### config.mk
export PLATFORM = sky130hd
export DESIGN_NAME = exmem_stage_reg
export DESIGN_NICKNAME = d
export VERILOG_FILES = /design/src/rtl/exmem_stage_reg.sv
export SDC_FILE = /design/constraint.sdc
export NUM_CORES = 1
export LEC_CHECK = 0
export CELL_PAD_IN_SITES_DETAIL_PLACEMENT = 1
export CELL_PAD_IN_SITES_GLOBAL_PLACEMENT = 1
export CORE_MARGIN = 5
export CORE_UTILIZATION = 30
export DETAILED_ROUTE_END_ITERATION = 10
export PLACE_DENSITY = 0.87
export RECOVER_POWER = 50
export SYNTH_ARGS = -nofsm -noshare
export SYNTH_HDL_FRONTEND = slang
export SYNTH_SLANG_ARGS = --single-unit
### constraint.sdc
create_clock -name clk -period 1.8 [get_ports clk]
set_clock_uncertainty 0.2 [all_clocks]
set_input_delay 0.54 -clock clk [delete_from_list [all_inputs] [get_ports clk]]
set_output_delay 0.54 -clock clk [all_outputs]
set_load 0.02 [all_outputs]
### src/rtl/exmem_stage_reg.sv
// EX->MEM pipeline register with stall/flush priority, bubble insertion and x0 write squash.
// Define EXMEM_PERF_CNT_EN to add perf_clr and saturating stall/flush/bubble counters.
module exmem_stage_reg #(
  parameter int XLEN = 32,
  parameter int REGW = 5,
  parameter int RSW  = 2,
  parameter int CNTW = 16
) (
  input  logic            clk,
  input  logic            reset,
`ifdef EXMEM_PERF_CNT_EN
  input  logic            perf_clr,
  output logic [CNTW-1:0] stall_cnt,
  output logic [CNTW-1:0] flush_cnt,
  output logic [CNTW-1:0] bubble_cnt,
`endif
  input  logic            stall,
  input  logic            flush,
  input  logic            ValidE,
  input  logic            RegWriteE,
  input  logic            MemWriteE,
  input  logic [RSW-1:0]  ResultSrcE,
  input  logic [REGW-1:0] rdE,
  input  logic [XLEN-1:0] PCplus4E,
  input  logic [XLEN-1:0] ALUResultE,
  input  logic [XLEN-1:0] WriteDataE,
  output logic            ValidM,
  output logic            RegWriteM,
  output logic            MemWriteM,
  output logic [RSW-1:0]  ResultSrcM,
  output logic [REGW-1:0] rdM,
  output logic [XLEN-1:0] PCplus4M,
  output logic [XLEN-1:0] ALUResultM,
  output logic [XLEN-1:0] WriteDataM
);

  logic            bubble_s;
  logic            load_s;
  logic            regwrite_s;
  logic            memwrite_s;

  logic            valid_r;
  logic            regwrite_r;
  logic            memwrite_r;
  logic [RSW-1:0]  resultsrc_r;
  logic [REGW-1:0] rd_r;
  logic [XLEN-1:0] pcplus4_r;
  logic [XLEN-1:0] aluresult_r;
  logic [XLEN-1:0] writedata_r;

  // Edge decode: flush beats stall; an invalid EX slot on a load is a bubble too.
  always_comb begin
    bubble_s   = flush | (~stall & ~ValidE);
    load_s     = ~flush & ~stall & ValidE;
    regwrite_s = RegWriteE & ValidE & (rdE != {REGW{1'b0}});
    memwrite_s = MemWriteE & ValidE;
  end

  // Pipeline state: bubble clears control fields but leaves the datapath untouched.
  always_ff @(posedge clk or negedge reset) begin
    if (!reset) begin
      valid_r     <= 1'b0;
      regwrite_r  <= 1'b0;
      memwrite_r  <= 1'b0;
      resultsrc_r <= {RSW{1'b0}};
      rd_r        <= {REGW{1'b0}};
      pcplus4_r   <= {XLEN{1'b0}};
      aluresult_r <= {XLEN{1'b0}};
      writedata_r <= {XLEN{1'b0}};
    end else if (bubble_s) begin
      valid_r     <= 1'b0;
      regwrite_r  <= 1'b0;
      memwrite_r  <= 1'b0;
      resultsrc_r <= {RSW{1'b0}};
      rd_r        <= {REGW{1'b0}};
    end else if (load_s) begin
      valid_r     <= 1'b1;
      regwrite_r  <= regwrite_s;
      memwrite_r  <= memwrite_s;
      resultsrc_r <= ResultSrcE;
      rd_r        <= rdE;
      pcplus4_r   <= PCplus4E;
      aluresult_r <= ALUResultE;
      writedata_r <= WriteDataE;
    end else begin
      valid_r     <= valid_r;
    end
  end

  assign ValidM     = valid_r;
  assign RegWriteM  = regwrite_r;
  assign MemWriteM  = memwrite_r;
  assign ResultSrcM = resultsrc_r;
  assign rdM        = rd_r;
  assign PCplus4M   = pcplus4_r;
  assign ALUResultM = aluresult_r;
  assign WriteDataM = writedata_r;

`ifdef EXMEM_PERF_CNT_EN
  logic [CNTW-1:0] stall_cnt_r;
  logic [CNTW-1:0] flush_cnt_r;
  logic [CNTW-1:0] bubble_cnt_r;

  function automatic logic [CNTW-1:0] sat_inc(input logic [CNTW-1:0] v);
    if (v == {CNTW{1'b1}}) begin
      return v;
    end else begin
      return v + {{(CNTW-1){1'b0}}, 1'b1};
    end
  endfunction

  // Event counters saturate rather than wrap; clear wins over any increment.
  always_ff @(posedge clk or negedge reset) begin
    if (!reset) begin
      stall_cnt_r  <= {CNTW{1'b0}};
      flush_cnt_r  <= {CNTW{1'b0}};
      bubble_cnt_r <= {CNTW{1'b0}};
    end else if (perf_clr) begin
      stall_cnt_r  <= {CNTW{1'b0}};
      flush_cnt_r  <= {CNTW{1'b0}};
      bubble_cnt_r <= {CNTW{1'b0}};
    end else begin
      if (stall && !flush) begin
        stall_cnt_r <= sat_inc(stall_cnt_r);
      end else begin
        stall_cnt_r <= stall_cnt_r;
      end
      if (flush) begin
        flush_cnt_r <= sat_inc(flush_cnt_r);
      end else begin
        flush_cnt_r <= flush_cnt_r;
      end
      if (bubble_s) begin
        bubble_cnt_r <= sat_inc(bubble_cnt_r);
      end else begin
        bubble_cnt_r <= bubble_cnt_r;
      end
    end
  end

  assign stall_cnt  = stall_cnt_r;
  assign flush_cnt  = flush_cnt_r;
  assign bubble_cnt = bubble_cnt_r;
`endif

endmodule

; ---- Word-level counts from Yosys, hierarchy flattened
; Index checks and enable logic that the tools add are counted.
[word_totals]
word_cells = 32
output_inout_bits = 106
regBits = 106
[op_classes]
n_bitwise = 11
n_mux = 10
n_reduce_logical = 3
[op_table]
columns = op, count
row1 = $mux W5, 2
row2 = $and A1 B1 Y1, 6
row3 = $mux W1, 6
row4 = $reduce_bool A5 Y1, 1
row5 = $mux W2, 2
row6 = $not A1 Y1, 4
row7 = $reduce_and A2 Y1, 1
row8 = $reduce_bool A2 Y1, 1
row9 = $or A1 B1 Y1, 1

; ---- Logic depth before layout (Yosys ltp)
; Gate-level depths: netlist of run 1.
[depth]
ltp_word = 5
mapped_depth = 4
mapped_depth_nobuf = 3

; ---- Worst setup path before layout of run 1
; No wires, ideal clock.
[synth_timing]
path_type = input to register
startpoint = input port stall
endpoint = register aluresult_r[19], in the netlist ALUResultM[19]
t_required_ps = 1473
path_slack_ps = -22
path_stages = 4
setup_ps = 127
arrival_ps = 1495
cell_sequence = nor3b_2 -> buf_4 -> buf_6 -> mux2_1
[synth_via]
elab_chain_cells = 5
[synth_lines]
columns = element, line
row1 = "start, declared", 17  ; input logic stall,
row2 = $not A1 Y1 (*), "53, 54"
row3 = $and A1 B1 Y1, 53  ; bubble_s = flush | (~stall & ~ValidE);
row4 = $or A1 B1 Y1, 53
row5 = $not A1 Y1 (no line), -
row6 = $reduce_and A2 Y1 (no line) (*), -
row7 = "end signal, assigned", 68  ; aluresult_r <= {XLEN{1'b0}};
row8 = "end signal, assigned", 83  ; aluresult_r <= ALUResultE;
row9 = "end, declared", 48  ; logic [XLEN-1:0] aluresult_r;
; Every way passes the cells marked *; elsewhere a longest branch is shown, timed or not.
; A chain may end at the register's enable or synchronous reset.

; ---- Worst setup path after layout of run 1
[layout_timing]
startpoint = register memwrite_r, in the netlist MemWriteM
endpoint = output port MemWriteM
[layout_rtl]
columns = element, line
row1 = "start, declared", 44  ; logic memwrite_r;
row2 = "start signal, assigned", 79  ; memwrite_r <= memwrite_s;
row3 = "end, declared", 29  ; output logic MemWriteM,
; No word-level cell between the ends.

==> results.md, run 1 <==
* Status: complete, no violations
* Power Internal at 4.75 mW
* Initial Utilization at 0.309
* Clk sinks at between 100 and 150
* GRT Util Overall at 0.159
* Largest family of logic cells by synthesized area: multiplexers
* Power, Total at 6.81 mW
* Sequential area share after synthesis at 0.675
* Global route overflow at 0
* CP Data Required Time at roughly 1100 ps
* DR DRC count at 0
* Post-synthesis compound-gate area fraction at 0.0223
* CP arrival at around 1000 ps
* Core ar. at between 0.01 and 0.015 mm^2
* Max Fanout on Critical Path at 2
* Final critical-path required period at between 1500 and 2000 ps
* HPWL after detailed placement at around 9500 um
* Final Max Tran Viols at 0
* Cell count after synthesis at between 200 and 250
* Synthesized net count at 339
* Sw Pwr at 2.06 mW
* Rows at 41
* Part of the power in the clock network at 0.269
* DR vias at 2852
* Endpoints failing setup at 0
* Crit path largest cell delay at 390 ps
* CP startpoint kind: flip-flop
* Chip width at ~120 um
* I/O Buffers at 215
* Xor/xnor share of the synthesized area at 0
* Syn Area/Cell at between 15 and 20 um^2
* # fillers at between 1000 and 1500
* Synthesis Warnings at 0
* Clock root buffer: clkbuf_16
* Worst relative slew slack at 0.540
* Max Freq at 567 MHz
* Clock transition at the registers of the reported paths at approximately 70 ps
* Unrepaired setup endpoints after global routing: no
* Synth area leaders: dfrtp_1, mux2_2, mux2_1
* Total die area at roughly 0.015 mm^2
* Number of global-route vias before repair at about 3400
* Largest net degree at the start of global routing at 43
* Crit-path cells: clkdlybuf4s15_1
* Placer Congestion at 0.745
* Inserted Clock Buffers at 9
* Yosys reg bits at 106
* Leading area contributor after synthesis: dfrtp_1
* Combinational power share at 0.286
* Sequential Power Share at 0.445
* Distinct cell type count after synthesis at 15
* Clock Path Buffers at 2
* Final net count at between 500 and 600
* Leak Pwr at approximately 2.8 nW
* First-pass GRT wire length at approximately 20000 um
* CP max-delay cell: dfrtp_1
* Ys flop type: dfrtp_1
* DR pass1 iterations at 4
* Synth Area in Simple Gates at 0.00795
* Max-Cap Viols at 0
* Hold Vio Cnt, Final at 0
* Initial antenna violation count at 0
* Fin crit share at 0.980
* Commonest cells post-synth: dfrtp_1, mux2_2, mux2_1
* Post-synthesis mux area share at 0.275
* Pwr/cell area at 1040 mW/mm^2
* Adder-cell share of the synthesized area at 0
* Area delta synth->final at 67.2%
* Htree depth at 3
* Sw Share at 0.302
* Worst-Skew Late Latency at 340 ps
* Fin util at 0.517
* # diodes at 0
* Crit path buf inv count at 1
* Die H at roughly 120 um
* Antenna violation net count after detailed routing at 0
* Worst-Margin Slew at 688 ps
* Share of the synthesized area in the top cell type at 0.675
* Hold Crit Class: reg2reg
* CP delay by family, top: flip-flops
* Post-Route WL at 12400 um
* Multi-input logic area at roughly 0.0012 mm^2
* FF+latch area at ~0.0027 mm^2
* Post-synth EDFFs at 0
* Iteration-0 DRC Markers at 57
* Peak VDD IR at 0.473 mV
* Most common cell in the netlist: dfrtp_1
* WL/cell at slightly below 20 um
* CTS tree: yes
* Endpoint type of the worst setup path: output pin
* CP Class: reg2out
* Post-synth ARST share at 1.00
* Boundary Pins at 216
* Layout cells sized above 1 at 0.282
* Post-DR vias/cell at approximately 4.5
* Post-synthesis instance area at roughly 0.0039 mm^2
[state kept, by name, summed over array words and instances, names as in the netlist]
signal,flops
MemWriteM,1
WriteDataM,32
ValidM,1
PCplus4M,32
ALUResultM,32
rdM,5
RegWriteM,1
ResultSrcM,2
[power by group through the flow]
stage | clock network, mW | registers, mW | logic [mW]
after floorplan | 0 | 3.57 | 0.396
after global placement | 0 | 3.04 | 2.19
after detailed placement | 0 | 3.08 | 2.25
after CTS | 1.91 | 3.03 | 2.05
after global routing | 2.00 | 3.09 | 2.07
final | 1.83 | 3.03 | 1.95
[timing repair]
item | in CTS | in global routing
resized for setup | 209 | 63
cloned | 2 | 0
hold buffers | 1 | 0
endpoints found under the hold margin | 18 | 0
buffers inserted | 1 | 3
setup endpoints to repair | 201 | 104
[stage by stage]
step / setup slack (ps) / TNS [ps] / hold slack, ps / instances / area [um^2]
floorplan: 26.0 / 0 / 44.4 / 229 / 3940
global placement: -491 / -47560 / 254 / 619 / 6400
detailed placement: -531 / -50360 / 256 / 619 / 6400
CTS: -15.2 / -47.8 / 286 / 638 / 6740
global route: 0.145 / 0 / 299 / 640 / 6580
finish: 35.4 / 0 / 284 / 640 / 6580
[final cells by class]
cell class	instances	share of cell area
tap	172	0.0327
clock inverter	2	0.00190
multi-input combinational	111	0.185
timing repair buffer	236	0.338
clock buffer	13	0.0396
sequential	106	0.403
[per-layer routing]
metal | vias up | wire length, um | GRT usage
met5 | - | 0 | 0
met1 | 1408 | 4890 | 0.178
met3 | 13 | 1170 | 0.0686
li1 | 1280 | - | -
met2 | 151 | 6100 | 0.272
met4 | 0 | 190 | 0.0503
[placed cells by master (no fill, tap or decap), types with 2 or more instances in the layout]
cell             netlist  final
buf_12                 0      5
buf_16                 0      2
a22o_1                 8      8
mux2_2                66     66
mux2_1                30     28
clkdlybuf4s15_1        0     59
buf_4                  1     10
clkdlybuf4s50_1        0    105
clkbuf_2               0     18
clkbuf_1               0     22
dfrtp_1              106    106
clkbuf_8               0      2
clkbuf_16              0      9
mux2_4                 0      2
clkdlybuf4s15_2        0     12
[worst paths after layout]
check,startpoint,end,slack (ps),cells after the start
max in group asynchronous,reset,PCplus4M[18]$_DFFE_PN0P_,160,3
min reg2reg,ValidM$_DFFE_PN0P_,ValidM$_DFFE_PN0P_,280,1
min in group asynchronous,reset,ALUResultM[20]$_DFFE_PN0P_,560,2
min,ValidM$_DFFE_PN0P_,ValidM$_DFFE_PN0P_,280,1
max,MemWriteM$_DFFE_PN0P_,MemWriteM,40,1
max reg2reg,PCplus4M[10]$_DFFE_PN0P_,PCplus4M[10]$_DFFE_PN0P_,800,1
[cell families after synthesis]
logic type / after synthesis
muxes: 96
AOI/OAI and AO/OA: 10
buffers and inverters: 12
DFF: 106
and+or+nand+nor: 5
(Power assumes the default switching activity.)
==> run 2: changes to the inputs <==
- REMOVE_ABC_BUFFERS: default -> 1
==> run 2 against run 1 <==
Effect of this change: the run now ends with negative setup slack left; worst hold slack gained 2.5 ps; maximum frequency shrank 2.9%; highest routed layer unchanged; setup slack lost 52 ps; cell area grew 2.5%; flip-flop and latch count is the same; critical endpoint is now PCplus4M[23]$_DFFE_PN0P_; critical path type is now in2reg; largest cell class unchanged; sequential power is essentially flat; power grew 2.3%.
==> results.md, run 2 (same netlist as run 1, synthesis figures left out) <==
* Status: finished, violations left
* Failing checks: negative setup slack
* Placer Congestion at approximately 0.75
* Post-Route WL at between 10000 and 15000 um
* Most common cell after layout, fill and taps aside: dfrtp_1
* Total die area at roughly 0.015 mm^2
* Worst Setup EP: PCplus4M[23]$_DFFE_PN0P_
* CTS tree: yes
* Unrepaired setup endpoints after global routing: yes
* Clock root buffer: clkbuf_16
* Worst relative slew slack at 0.496
* Peak VDD IR at ~0.44 mV
* CP arrival at 1840 ps
* CP Data Required Time at approximately 1800 ps
* CP Class: in2reg
* Worst-case reg-to-reg path depth at 1
* Worst setup startpoint: stall
* Crit path largest cell delay at roughly 350 ps
* # fillers at 1312
* Fin cells at 650
* Hold Crit Class: reg2reg
* Fin crit share at 1.01
* Leak Pwr at 2.96 nW
* WL/cell at between 15 and 20 um
* CP max-delay cell: mux2_2
* FF+latch area at approximately 0.0027 mm^2
* HPWL after detailed placement at around 10000 um
* Clk sinks at between 100 and 150
* Hold Startpoint: ALUResultM[24]$_DFFE_PN0P_
* Inserted Clock Buffers at 9
* Worst-Margin Slew at around 760 ps
* Number of global-route vias before repair at about 3500
* Endpoint type of the worst setup path: flip-flop
* Layout cells sized above 1 at 0.362
* GRT Util Overall at 0.168
* Clock transition at the registers of the reported paths at ~60 ps
* RR Endpoint: PCplus4M[3]$_DFFE_PN0P_
* Worst-Skew Late Latency at between 300 and 400 ps
* Max-Cap Viols at 0
* Final Max Tran Viols at 0
* Final setup margin at -16.5 ps
* DR DRC count at 0
* Pwr/cell area at between 1000 and 1500 mW/mm^2
* CP startpoint kind: primary input
* DR pass1 iterations at 4
* Critical R2R Launch: PCplus4M[3]$_DFFE_PN0P_
* Antenna violation net count after detailed routing at 0
* Die H at approximately 120 um
* Max Fanout on Critical Path at 7
* Power, Total at between 6 and 7 mW
* Worst path depth at 6
* First-pass GRT wire length at roughly 20000 um
* I/O Buffers at ~220
* Htree depth at 3
* Placed cells at around 630
* Initial Utilization at 0.309
* Clock Path Buffers at 2
* Boundary Pins at between 200 and 250
* Largest net degree at the start of global routing at 34
* Initial antenna violation count at 0
* CP delay by family, top: buffers and inverters
* Most frequent cells in the layout: dfrtp_1, clkdlybuf4s50_1, mux2_2
* Final net count at ~600
* Post-DR vias/cell at 4.51
* Multi-input logic area at 0.00122 mm^2
* Hold Vio Cnt, Final at 0
* Max Freq at between 500 and 600 MHz
* DR vias at 2933
* Crit-path cells: clkdlybuf4s15_2, nor3b_4, buf_6, buf_12, buf_4, mux2_2
* Global route overflow at 0
* Chip width at between 100 and 150 um
* Setup TNS at -112 ps
* Rows at 41
* Crit path buf inv count at 4
* Iteration-0 DRC Markers at around 110
* Endpoints failing setup at 12
* Area delta synth->final at 71.5%
* Final critical-path required period at approximately 1800 ps
* Fin util at 0.530
* Core ar. at ~0.013 mm^2
* # diodes at 0
* R2R Setup Slk at approximately 790 ps
* Worst hold slack at roughly 290 ps
run 2: cell types whose count changed in the layout (fill, tap and decap cells not counted), sizes merged:
| cell | previous run | this run |
|---|---|---|
| bufinv | 0 | 1 |
| clkinvlp | 1 | 0 |
| clkinv | 1 | 2 |
| clkbuf | 51 | 58 |
| buf | 20 | 29 |
| clkdlybuf4s15 | 71 | 64 |
run 2: routing by layer:
| metal | track usage | vias to the layer above | routed length, um |
|---|---|---|---|
| met4 | 0.0613 | 0 | 220 |
| met1 | 0.193 | 1478 | 5120 |
| li1 | - | 1306 | - |
| met2 | 0.292 | 133 | 6750 |
| met3 | 0.0515 | 16 | 913 |
| met5 | 0 | - | 0 |
run 2: how the worst min path moves through the flow:
| stage | end | slack (ps) | cells after the start |
|---|---|---|---|
| 3_3_place_gp | ValidM$_DFFE_PN0P_ | 260 | 1 |
| 2_1_floorplan | ALUResultM[0]$_DFFE_PN0P_ | 40 | 0 |
| 6_report | ALUResultM[24]$_DFFE_PN0P_ | 290 | 1 |
| 4_1_cts | PCplus4M[6]$_DFFE_PN0P_ | 290 | 1 |
| 5_1_grt | PCplus4M[7]$_DFFE_PN0P_ | 300 | 1 |
| 3_5_place_dp | ValidM$_DFFE_PN0P_ | 270 | 1 |
run 2: area by class of cell:
| type | count | area share |
|---|---|---|
| Clock buffer | 12 | 0.0365 |
| Clock inverter | 3 | 0.00594 |
| Multi-Input combinational cell | 111 | 0.181 |
| Sequential cell | 106 | 0.393 |
| Tap cell | 172 | 0.0319 |
| Timing Repair Buffer | 246 | 0.352 |
run 2: through the flow:
| step | setup slack (ps) | instance area, um^2 |
|---|---|---|
| after global routing | -45.4 | 6740 |
| final | -16.5 | 6740 |
| after detailed placement | -533 | 6460 |
| after CTS | 0.181 | 6910 |
| after floorplan | -3660 | 3850 |
| after global placement | -502 | 6460 |
run 2: power by group:
part	internal (mW)	switching (mW)	total [mW]	leakage, nW
Sequential	2.80	0.233	3.03	1.27
Clock	1.11	0.824	1.93	0.142
Combinational	0.986	1.01	2.00	1.55
run 2: repair_timing:
item	in CTS	in global routing
hold buffers	1	0
hold endpoints to repair	21	0
gates cloned	4	2
buffers inserted	3	1
resized for setup	222	70
pin swaps	1	1
endpoints found under the setup margin	203	119
